**src/rtl/debounce_pkg.sv**
```systemverilog
// rtl/debounce_pkg.sv - shared state encoding and defaults for the two-channel debouncer
package debounce_pkg;

  typedef enum logic [1:0] {
    S_LO     = 2'd0,
    S_CHK_HI = 2'd1,
    S_HI     = 2'd2,
    S_CHK_LO = 2'd3
  } db_state_e;

  localparam int DB_CYCLES_DEFAULT = 50000;
  localparam int CNT_W_DEFAULT     = 16;

endpackage

```
**src/rtl/debounce_ch.sv**
```systemverilog
// rtl/debounce_ch.sv - one channel: 2-flop synchronizer, debounce FSM and counter
// Optional EDGE_PULSE_EN builds registered rise/fall pulses; otherwise they are tied low.
module debounce_ch
  import debounce_pkg::*;
#(
  parameter int DB_CYCLES = DB_CYCLES_DEFAULT,
  parameter int CNT_W     = CNT_W_DEFAULT
) (
  input  logic clk,
  input  logic rst_n,
  input  logic raw_i,
  output logic clean_o,
  output logic rise_o,
  output logic fall_o
);

  localparam logic [CNT_W-1:0] CNT_LAST = CNT_W'(DB_CYCLES - 1);
  localparam logic [CNT_W-1:0] CNT_ONE  = CNT_W'(1);

  logic             s1_q;
  logic             s2_q;
  db_state_e        state_q;
  logic [CNT_W-1:0] cnt_q;
  logic             clean_q;
`ifdef EDGE_PULSE_EN
  logic             rise_q;
  logic             fall_q;
`endif

  always_ff @(posedge clk or negedge rst_n) begin
    if (!rst_n) begin
      s1_q    <= 1'b0;
      s2_q    <= 1'b0;
      state_q <= S_LO;
      cnt_q   <= '0;
      clean_q <= 1'b0;
`ifdef EDGE_PULSE_EN
      rise_q  <= 1'b0;
      fall_q  <= 1'b0;
`endif
    end else begin
      s1_q <= raw_i;
      s2_q <= s1_q;
`ifdef EDGE_PULSE_EN
      rise_q <= 1'b0;
      fall_q <= 1'b0;
`endif
      case (state_q)
        S_LO: begin
          if (s2_q) begin
            state_q <= S_CHK_HI;
            cnt_q   <= CNT_ONE;
          end else begin
            cnt_q   <= '0;
          end
        end
        S_CHK_HI: begin
          if (!s2_q) begin
            state_q <= S_LO;
            cnt_q   <= '0;
          end else if (cnt_q == CNT_LAST) begin
            state_q <= S_HI;
            clean_q <= 1'b1;
            cnt_q   <= '0;
`ifdef EDGE_PULSE_EN
            rise_q  <= 1'b1;
`endif
          end else begin
            cnt_q   <= cnt_q + CNT_ONE;
          end
        end
        S_HI: begin
          if (!s2_q) begin
            state_q <= S_CHK_LO;
            cnt_q   <= CNT_ONE;
          end else begin
            cnt_q   <= '0;
          end
        end
        default: begin
          // S_CHK_LO: clean stays 1 until the low level is proven stable
          if (s2_q) begin
            state_q <= S_HI;
            cnt_q   <= '0;
          end else if (cnt_q == CNT_LAST) begin
            state_q <= S_LO;
            clean_q <= 1'b0;
            cnt_q   <= '0;
`ifdef EDGE_PULSE_EN
            fall_q  <= 1'b1;
`endif
          end else begin
            cnt_q   <= cnt_q + CNT_ONE;
          end
        end
      endcase
    end
  end

  assign clean_o = clean_q;
`ifdef EDGE_PULSE_EN
  assign rise_o = rise_q;
  assign fall_o = fall_q;
`else
  assign rise_o = 1'b0;
  assign fall_o = 1'b0;
`endif

endmodule

```
**src/rtl/input_debounce_2ch.sv**
```systemverilog
// rtl/input_debounce_2ch.sv - two independent debounced channels feeding the gate stage
// Edge pulses are built only when EDGE_PULSE_EN is defined.
module input_debounce_2ch
  import debounce_pkg::*;
#(
  parameter int DB_CYCLES = DB_CYCLES_DEFAULT,
  parameter int CNT_W     = CNT_W_DEFAULT
) (
  input  logic clk,
  input  logic rst_n,
  input  logic a_raw,
  input  logic b_raw,
  output logic a_clean,
  output logic b_clean,
  output logic a_rise,
  output logic a_fall,
  output logic b_rise,
  output logic b_fall
);

  debounce_ch #(.DB_CYCLES(DB_CYCLES), .CNT_W(CNT_W)) u_ch_a (
    .clk     (clk),
    .rst_n   (rst_n),
    .raw_i   (a_raw),
    .clean_o (a_clean),
    .rise_o  (a_rise),
    .fall_o  (a_fall)
  );

  debounce_ch #(.DB_CYCLES(DB_CYCLES), .CNT_W(CNT_W)) u_ch_b (
    .clk     (clk),
    .rst_n   (rst_n),
    .raw_i   (b_raw),
    .clean_o (b_clean),
    .rise_o  (b_rise),
    .fall_o  (b_fall)
  );

endmodule
```
**config.mk**
```make
export PLATFORM = sky130hd
export DESIGN_NAME = input_debounce_2ch
export DESIGN_NICKNAME = d
export VERILOG_FILES = /design/src/rtl/debounce_pkg.sv /design/src/rtl/debounce_ch.sv /design/src/rtl/input_debounce_2ch.sv
export SDC_FILE = /design/constraint.sdc
export NUM_CORES = 1
export LEC_CHECK = 0
export BUFFER_PORTS_ARGS = -buffer_cell sky130_fd_sc_hd__buf_2
export CORE_ASPECT_RATIO = 0.9
export CORE_MARGIN = 2
export CORE_UTILIZATION = 53
export DETAILED_ROUTE_END_ITERATION = 8
export PLACE_DENSITY = 0.7
export SLEW_MARGIN = 0
export SYNTH_ARGS = -nofsm -noshare
export SYNTH_HDL_FRONTEND = slang
export SYNTH_SLANG_ARGS = --single-unit
```
**constraint.sdc**
```tcl
create_clock -name clk -period 4.1 [get_ports clk]
set_input_delay 0.205 -clock clk [delete_from_list [all_inputs] [get_ports clk]]
set_output_delay 0.205 -clock clk [all_outputs]
set_load 0.02 [all_outputs]
```
==> results of run 1 <==
how the worst min path moves through the flow:
stage	from	to	slack, ns	depth (start not counted)
CTS	a_raw	u_ch_a.s1_q	0.004	1
finish	a_raw	u_ch_a.s1_q	0.02	1
floorplan	rst_n	async pin	-0.09	0
global placement	b_raw	u_ch_b.s1_q	0.31	1
global route	a_raw	u_ch_a.s1_q	0.006	1
detailed placement	b_raw	u_ch_b.s1_q	0.31	1
per-stage QoR:
step	cells	worst slack (ns)	hold WS [ns]	utilization, %	power [W]
CTS	290	1.86	0.00379	58.8	0.00105
detailed placement	282	1.88	0.314	56.6	0.000778
finish	291	1.87	0.0176	59.1	0.00104
global route	291	1.75	0.00573	59.1	0.00112
floorplan	240	2.05	-0.0906	-	0.000715
global placement	282	1.90	0.312	56.6	0.000772
worst max-delay path, delay by kind of cell (launching register included):
family           cells  cell delay (ns)
flip-flops           1             0.43
AND/OR/NAND/NOR      4             1.67
routing by layer:
| layer | wire (um) | share of wire, % | vias to the layer above | global-route usage [%] |
|---|---|---|---|---|
| li1 | - | - | 839 | - |
| met1 | 2060 | 51 | 794 | 28.5 |
| met2 | 1750 | 44 | 37 | 28.6 |
| met3 | 158 | 3.9 | 4 | 3.96 |
| met4 | 44 | 1.1 | 0 | 7.18 |
| met5 | 0 | 0 | - | 0 |
what timing repair did:
action / 4_1_cts / 5_1_grt
setup buffers: 0 / 0
hold buffers: 0 / 1
hold endpoints to repair: 0 / 1
power by group through the flow:
stage	clock, W	combinational (W)	sequential [W]
floorplan	0	0.000232	0.000483
detailed placement	0	0.000283	0.000496
finish	0.000269	0.000282	0.000487
CTS	0.000279	0.000283	0.000487
global placement	0	0.000278	0.000494
global route	0.000300	0.000328	0.000494
cell usage in the layout (no fill, tap or decap), drive strengths merged, types with 2 or more instances in the layout:
| master | count |
|---|---|
| a2111o | 2 |
| a21oi | 5 |
| a31oi | 2 |
| and3 | 3 |
| and4 | 3 |
| buf | 5 |
| clkbuf | 7 |
| conb | 4 |
| dfrtp | 42 |
| ha | 10 |
| inv | 11 |
| mux2i | 2 |
| nand2 | 11 |
| nand3 | 12 |
| nand3b | 2 |
| nand4 | 11 |
| nor2 | 34 |
| nor2b | 2 |
| nor3 | 5 |
| nor4 | 6 |
| nor4b | 2 |
| o211ai | 2 |
| o21ai | 6 |
| o311ai | 2 |
| o31ai | 4 |
| or2 | 2 |
| or3 | 3 |
| or4 | 3 |
| xnor2 | 17 |
| xor2 | 9 |
layout make-up:
class | instances | area (um2) | share of cell area [%]
multi-input combinational | 176 | 1140 | 47.2
clock buffer | 7 | 86.3 | 3.56
timing repair buffer | 6 | 35.0 | 1.45
inverter | 11 | 41.3 | 1.70
tap | 48 | 60.1 | 2.48
sequential | 42 | 1050 | 43.4
clock inverter | 1 | 5.00 | 0.207
Yosys cell counts, drive strengths merged, types with 3 or more instances:
master / count
a21oi: 5
and3: 3
and4: 3
buf: 7
clkbuf: 4
dfrtp: 42
ha: 10
inv: 11
nand2: 11
nand3: 12
nand4: 11
nor2: 34
nor3: 5
nor4: 6
o21ai: 6
o31ai: 4
or3: 3
or4: 3
xnor2: 17
xor2: 9
sequential cells by signal, summed over array words and instances (netlist names), named ones only:
name / flops
u_ch_a.clean_o: 1
u_ch_a.cnt_q: 16
u_ch_a.s1_q: 1
u_ch_a.s2_q: 1
u_ch_a.state_q: 1
u_ch_b.clean_o: 1
u_ch_b.cnt_q: 16
u_ch_b.s1_q: 1
u_ch_b.s2_q: 1
u_ch_b.state_q: 1
cells by family after synthesis:
family	synth area share, %
fa+ha+maj	5.48
buf+inv	4.38
mux	0.876
xor+xnor	9.97
flops	46.0
compound gates	8.93
simple gates	24.2
other cells	0.164
==> results.sh, run 1 <==
export IMPL_clock_fmax_mhz=448
export IMPL_vias_per_cell=5.75
export IMPL_grt_max_degree=43
export IMPL_rrSetupSlack_ns=1.87
export IMPL_syn_area_per_cell_um2=9.64
export IMPL_synth_largest_area_cell="dfrtp_1"
export IMPL_p_switching_w=0.000339
export IMPL_end_kind="flip-flop"
export IMPL_design_area_um2=2420
export IMPL_dieArea_um2=4850
export IMPL_max_stage_delay_ns=0.64
export IMPL_fin_crit_sh_pct=54.4
export IMPL_syn_area_um2=2280
export IMPL_vdd_drop_max_uv=345
export IMPL_min_path_type="input pin to flip-flop"
export IMPL_rows=22
export IMPL_gr_total_overflow=0
export IMPL_tns_ns=0
export IMPL_cpMaxStageDelayCell="or4_1"
export IMPL_p_int_w=0.000698
export IMPL_antenna_found_initial=0
export IMPL_cp_common_cell="or4_1"
export IMPL_core_um2=4100
export IMPL_die_w_um=73.2
export IMPL_yosysWarningCount=0
export IMPL_nFillCells=354
export IMPL_start_util_pct=55.7
export IMPL_cp_arrival_ns=2.39
export IMPL_antenna_cells=0
export IMPL_synth_edff_count=0
export IMPL_dr_pass1_iters=4
export IMPL_htree_levels=2
export IMPL_p_per_area_nw_per_um2=428
export IMPL_drt_antenna_violating_nets=0
export IMPL_io_buffers=5
export IMPL_worst_slew_pin_slew_ns=0.906
export IMPL_dr_total_vias=1674
export IMPL_synth_distinct_cells=45
export IMPL_status="complete, no violations"
export IMPL_switching_share_pct=32.7
export IMPL_drt_total_wl_um=4020
export IMPL_path_cells="or4_1 -> or4_1 -> nand2_1 -> nor2_1"
export IMPL_avgRoutedWirePerCell_um=13.8
export IMPL_setup_viol_count_final=0
export IMPL_hold_viol_final=0
export IMPL_cap_viol_max_count=0
export IMPL_r2r_cells=4
export IMPL_hpwl_um=2770
export IMPL_fin_crit_ns=2.23
export IMPL_cts_resized=0
export IMPL_cts_tree="built"
export IMPL_p_comb_share_pct=27.2
export IMPL_grt_pass1_vias=1574
export IMPL_drv_slew=0
export IMPL_cts_reportedPaths_clkPinSlew_ns=0.07
export IMPL_syn_to_final_growth_pct=6.08
export IMPL_gp_congestion=0.788
export IMPL_cp_max_fo=13
export IMPL_cts_buffer_depth=2
export IMPL_rsz0062_at_grt="false"
export IMPL_first_iter_violations=157
export IMPL_reg2reg_from="u_ch_a.cnt_q[4]"
export IMPL_p_seq_share_pct=46.9
export IMPL_ys_ff_latch=42
export IMPL_startpoint="u_ch_a.cnt_q[4]"
export IMPL_drive_above_1_share_pct=5.76
export IMPL_ys_seq_area_share_pct=46.0
export IMPL_finClkSkew_ns=0.00237
export IMPL_synthFlopType="dfrtp_1"
export IMPL_syn_inst=237
export IMPL_clk_insertion_delay_late_ns=0.29
export IMPL_timing_rr_end="u_ch_a.cnt_q[4]"
export IMPL_dpl_cell_area_um2=2320
export IMPL_cp_endpoint="u_ch_a.cnt_q[4]"
export IMPL_synth_top_area_share_pct=46.0
export IMPL_drc=0
export IMPL_groute_usage_overall_pct=19.6
export IMPL_pwr_share_clk_pct=25.9
export IMPL_ys_async_sr_fraction_pct=100
export IMPL_ys_top_cells_by_area="dfrtp_1 46%, xnor2_1 6.5%, nor2_1 5.6%"
export IMPL_maxSlewHeadroom_pct=39.6
export IMPL_final_nets=256
export IMPL_worstSetupStartpointType="flip-flop"
export IMPL_critical_path_class="flip-flop to flip-flop"
export IMPL_grt_pass1_wl_um=7310
export IMPL_leakagePower_nw=1.00
export IMPL_chipHeight_um=66.3
export IMPL_critical_path_required_ns=4.26
export IMPL_cts_root_buffer="clkbuf_8"
export IMPL_io_pins=10
export IMPL_numCtsBuffers=5
export IMPL_cts_sinks=42
(Power assumes the default switching activity.)
==> run 2, diff against run 1 <==
--- a/config.mk
+++ b/config.mk
@@ -10,7 +10,7 @@
 export CORE_MARGIN = 2
 export CORE_UTILIZATION = 53
 export DETAILED_ROUTE_END_ITERATION = 8
-export PLACE_DENSITY = 0.7
+export PLACE_DENSITY = 0.73
 export SLEW_MARGIN = 0
 export SYNTH_ARGS = -nofsm -noshare
 export SYNTH_HDL_FRONTEND = slang
==> constraint.sdc (replaced) <==
create_clock -name clk -period 1.85 [get_ports clk]
set_input_delay 0.0925 -clock clk [delete_from_list [all_inputs] [get_ports clk]]
set_output_delay 0.0925 -clock clk [all_outputs]
set_load 0.02 [all_outputs]
==> run 2 against run 1 <==
Against the previous run: the flow now finishes with violations (negative setup slack); fmax grew 13%; die area is the same; worst hold slack gained 0.16 ns; global-route usage shrank 0.92 points; core utilization grew 7.1 points; clock skew grew 0.0024 ns; non-clock buffer count grew 33; critical path type unchanged; sequential power grew 120%; worst setup slack lost 2.0 ns; sequential share of layout area shrank 4.6 points; total power grew 130%; cell area grew 12%.
==> results.sh, run 2 (synthesized netlist as in run 1, its figures left out) <==
export IMPL_drt_total_wl_um=4220
export IMPL_core_um2=4100
export IMPL_final_setup_worst_slack_ns=-0.129
export IMPL_end_kind="flip-flop"
export IMPL_setup_viol_count_final=17
export IMPL_reg_largest_list="u_ch_a.cnt_q (16), u_ch_b.cnt_q (16)"
export IMPL_vias_per_cell=5.51
export IMPL_dr_total_vias=1786
export IMPL_dr_pass1_iters=4
export IMPL_numCtsBuffers=5
export IMPL_drt_antenna_violating_nets=0
export IMPL_grt_max_degree=34
export IMPL_cp_max_fo=6
export IMPL_use_met2_pct=29.8
export IMPL_clk_insertion_delay_late_ns=0.29
export IMPL_cts_sinks=42
export IMPL_drc=0
export IMPL_pwr_share_clk_pct=24.6
export IMPL_finClkSkew_ns=0.00480
export IMPL_avgRoutedWirePerCell_um=13.0
export IMPL_start_util_pct=55.7
export IMPL_rows=22
export IMPL_fin_total_pwr_w=0.00243
export IMPL_clock_fmax_mhz=505
export IMPL_final_nets=289
export IMPL_groute_usage_overall_pct=18.6
export IMPL_violations="negative setup slack"
export IMPL_grt_busiest_layer="met2"
export IMPL_cap_viol_max_count=0
export IMPL_cts_buffer_depth=2
export IMPL_antenna_found_initial=0
export IMPL_fin_crit_sh_pct=107
export IMPL_cp_arrival_ns=2.20
export IMPL_rsz0062_at_grt="true"
export IMPL_final_cell_mix="42 x dfrtp_1, 34 x nor2_1, 30 x buf_4, 17 x xnor2_1, 12 x nand3_1"
export IMPL_gr_usage_met3_pct=3.66
export IMPL_design_area_um2=2710
export IMPL_critical_path_required_ns=2.07
export IMPL_gr_total_overflow=0
export IMPL_hpwl_um=3100
export IMPL_io_pins=10
export IMPL_chipHeight_um=66.3
export IMPL_die_w_um=73.2
export IMPL_worstSetupStartpointType="flip-flop"
export IMPL_cts_root_buffer="clkbuf_8"
export IMPL_switching_share_pct=32.2
export IMPL_syn_to_final_growth_pct=18.8
export IMPL_cts_reportedPaths_clkPinSlew_ns=0.08
export IMPL_drv_slew=0
export IMPL_gp_congestion=0.836
export IMPL_min_path_type="input pin to async pin"
export IMPL_dieArea_um2=4850
export IMPL_p_per_area_nw_per_um2=896
export IMPL_dpl_cell_area_um2=2560
export IMPL_p_switching_w=0.000783
export IMPL_io_buffers=5
export IMPL_vdd_drop_max_uv=782
export IMPL_drive_above_1_share_pct=17.8
export IMPL_p_comb_share_pct=31.6
export IMPL_nFillCells=292
export IMPL_grt_pass1_wl_um=6990
export IMPL_grt_pass1_vias=1631
export IMPL_grtUsageMet1_pct=25.8
export IMPL_fin_crit_ns=1.98
export IMPL_cts_tree="built"
export IMPL_leakagePower_nw=1.18
export IMPL_p_seq_share_pct=43.8
export IMPL_hold_viol_final=0
export IMPL_antenna_cells=0
export IMPL_final_common_cell="dfrtp_1"
export IMPL_critical_path_class="flip-flop to flip-flop"
export IMPL_status="finished, violations left"
export IMPL_p_int_w=0.00165
export IMPL_htree_levels=2
export IMPL_first_iter_violations=92
-- run 2: area by class of cell --
type                            count  area (um2)  area share, %
Multi-Input combinational cell    176        1170           43.1
Sequential cell                    42        1050           38.7
Timing Repair Buffer               39         300           11.1
Clock buffer                        7        86.3           3.18
Tap cell                           48        60.1           2.21
Inverter                           11        41.3           1.52
Clock inverter                      1        5.00          0.184
-- run 2: per-stage QoR --
stage	util, %	hold WS [ns]	TNS [ns]	setup WS [ns]	instances
final	66.2	0.182	-1.81	-0.129	324
after global routing	66.2	0.212	-2.69	-0.178	324
after global placement	62.4	-0.0379	-1.99	-0.197	312
after floorplan	-	-0.203	-1.21	-0.176	240
after detailed placement	62.4	-0.0410	-2.56	-0.231	312
after CTS	65.5	0.182	-0.830	-0.140	323
-- run 2: worst paths after layout --
| kind | from | end | slack (ns) | cells past startpoint |
|---|---|---|---|---|
| min | rst_n | u_ch_b.clean_o | 0.18 | 2 |
| max reg2reg | u_ch_a.cnt_q[12] | flip-flop | -0.13 | 4 |
| min in group clk | u_ch_a.s1_q | u_ch_a.s2_q | 0.35 | 0 |
| max | u_ch_a.cnt_q[12] | flip-flop | -0.13 | 4 |
| max in group asynchronous | rst_n | u_ch_a.cnt_q[1] | 1.00 | 3 |
| min reg2reg | u_ch_a.s1_q | u_ch_a.s2_q | 0.35 | 0 |
-- run 2: critical path: stages (launching register included) --
cell and delay (ns):
dfrtp_1 0.38, or4bb_1 0.51, or4_4 0.57, a2111o_1 0.38, nand3_1 0.08
-- run 2: repair_timing --
action	in CTS	in global routing
hold endpoints to repair	11	0
resized for setup	1	4
setup endpoints to repair	18	18
hold buffers	3	0
setup buffers	0	1
pin swaps	1	0
cloned	0	0
-- run 2: routing by layer --
metal	wire length (um)	up-vias
met5	0	-
met4	44	0
met3	142	5
met2	1920	40
met1	2110	833
li1	-	908
-- run 2: power by group through the flow --
stage,sequential [W],clock [W],combinational [W]
floorplan,0.00107,0,0.000526
global placement,0.00108,0,0.000728
detailed placement,0.00108,0,0.000743
CTS,0.00107,0.000615,0.000751
global route,0.00108,0.000655,0.000865
finish,0.00107,0.000597,0.000768
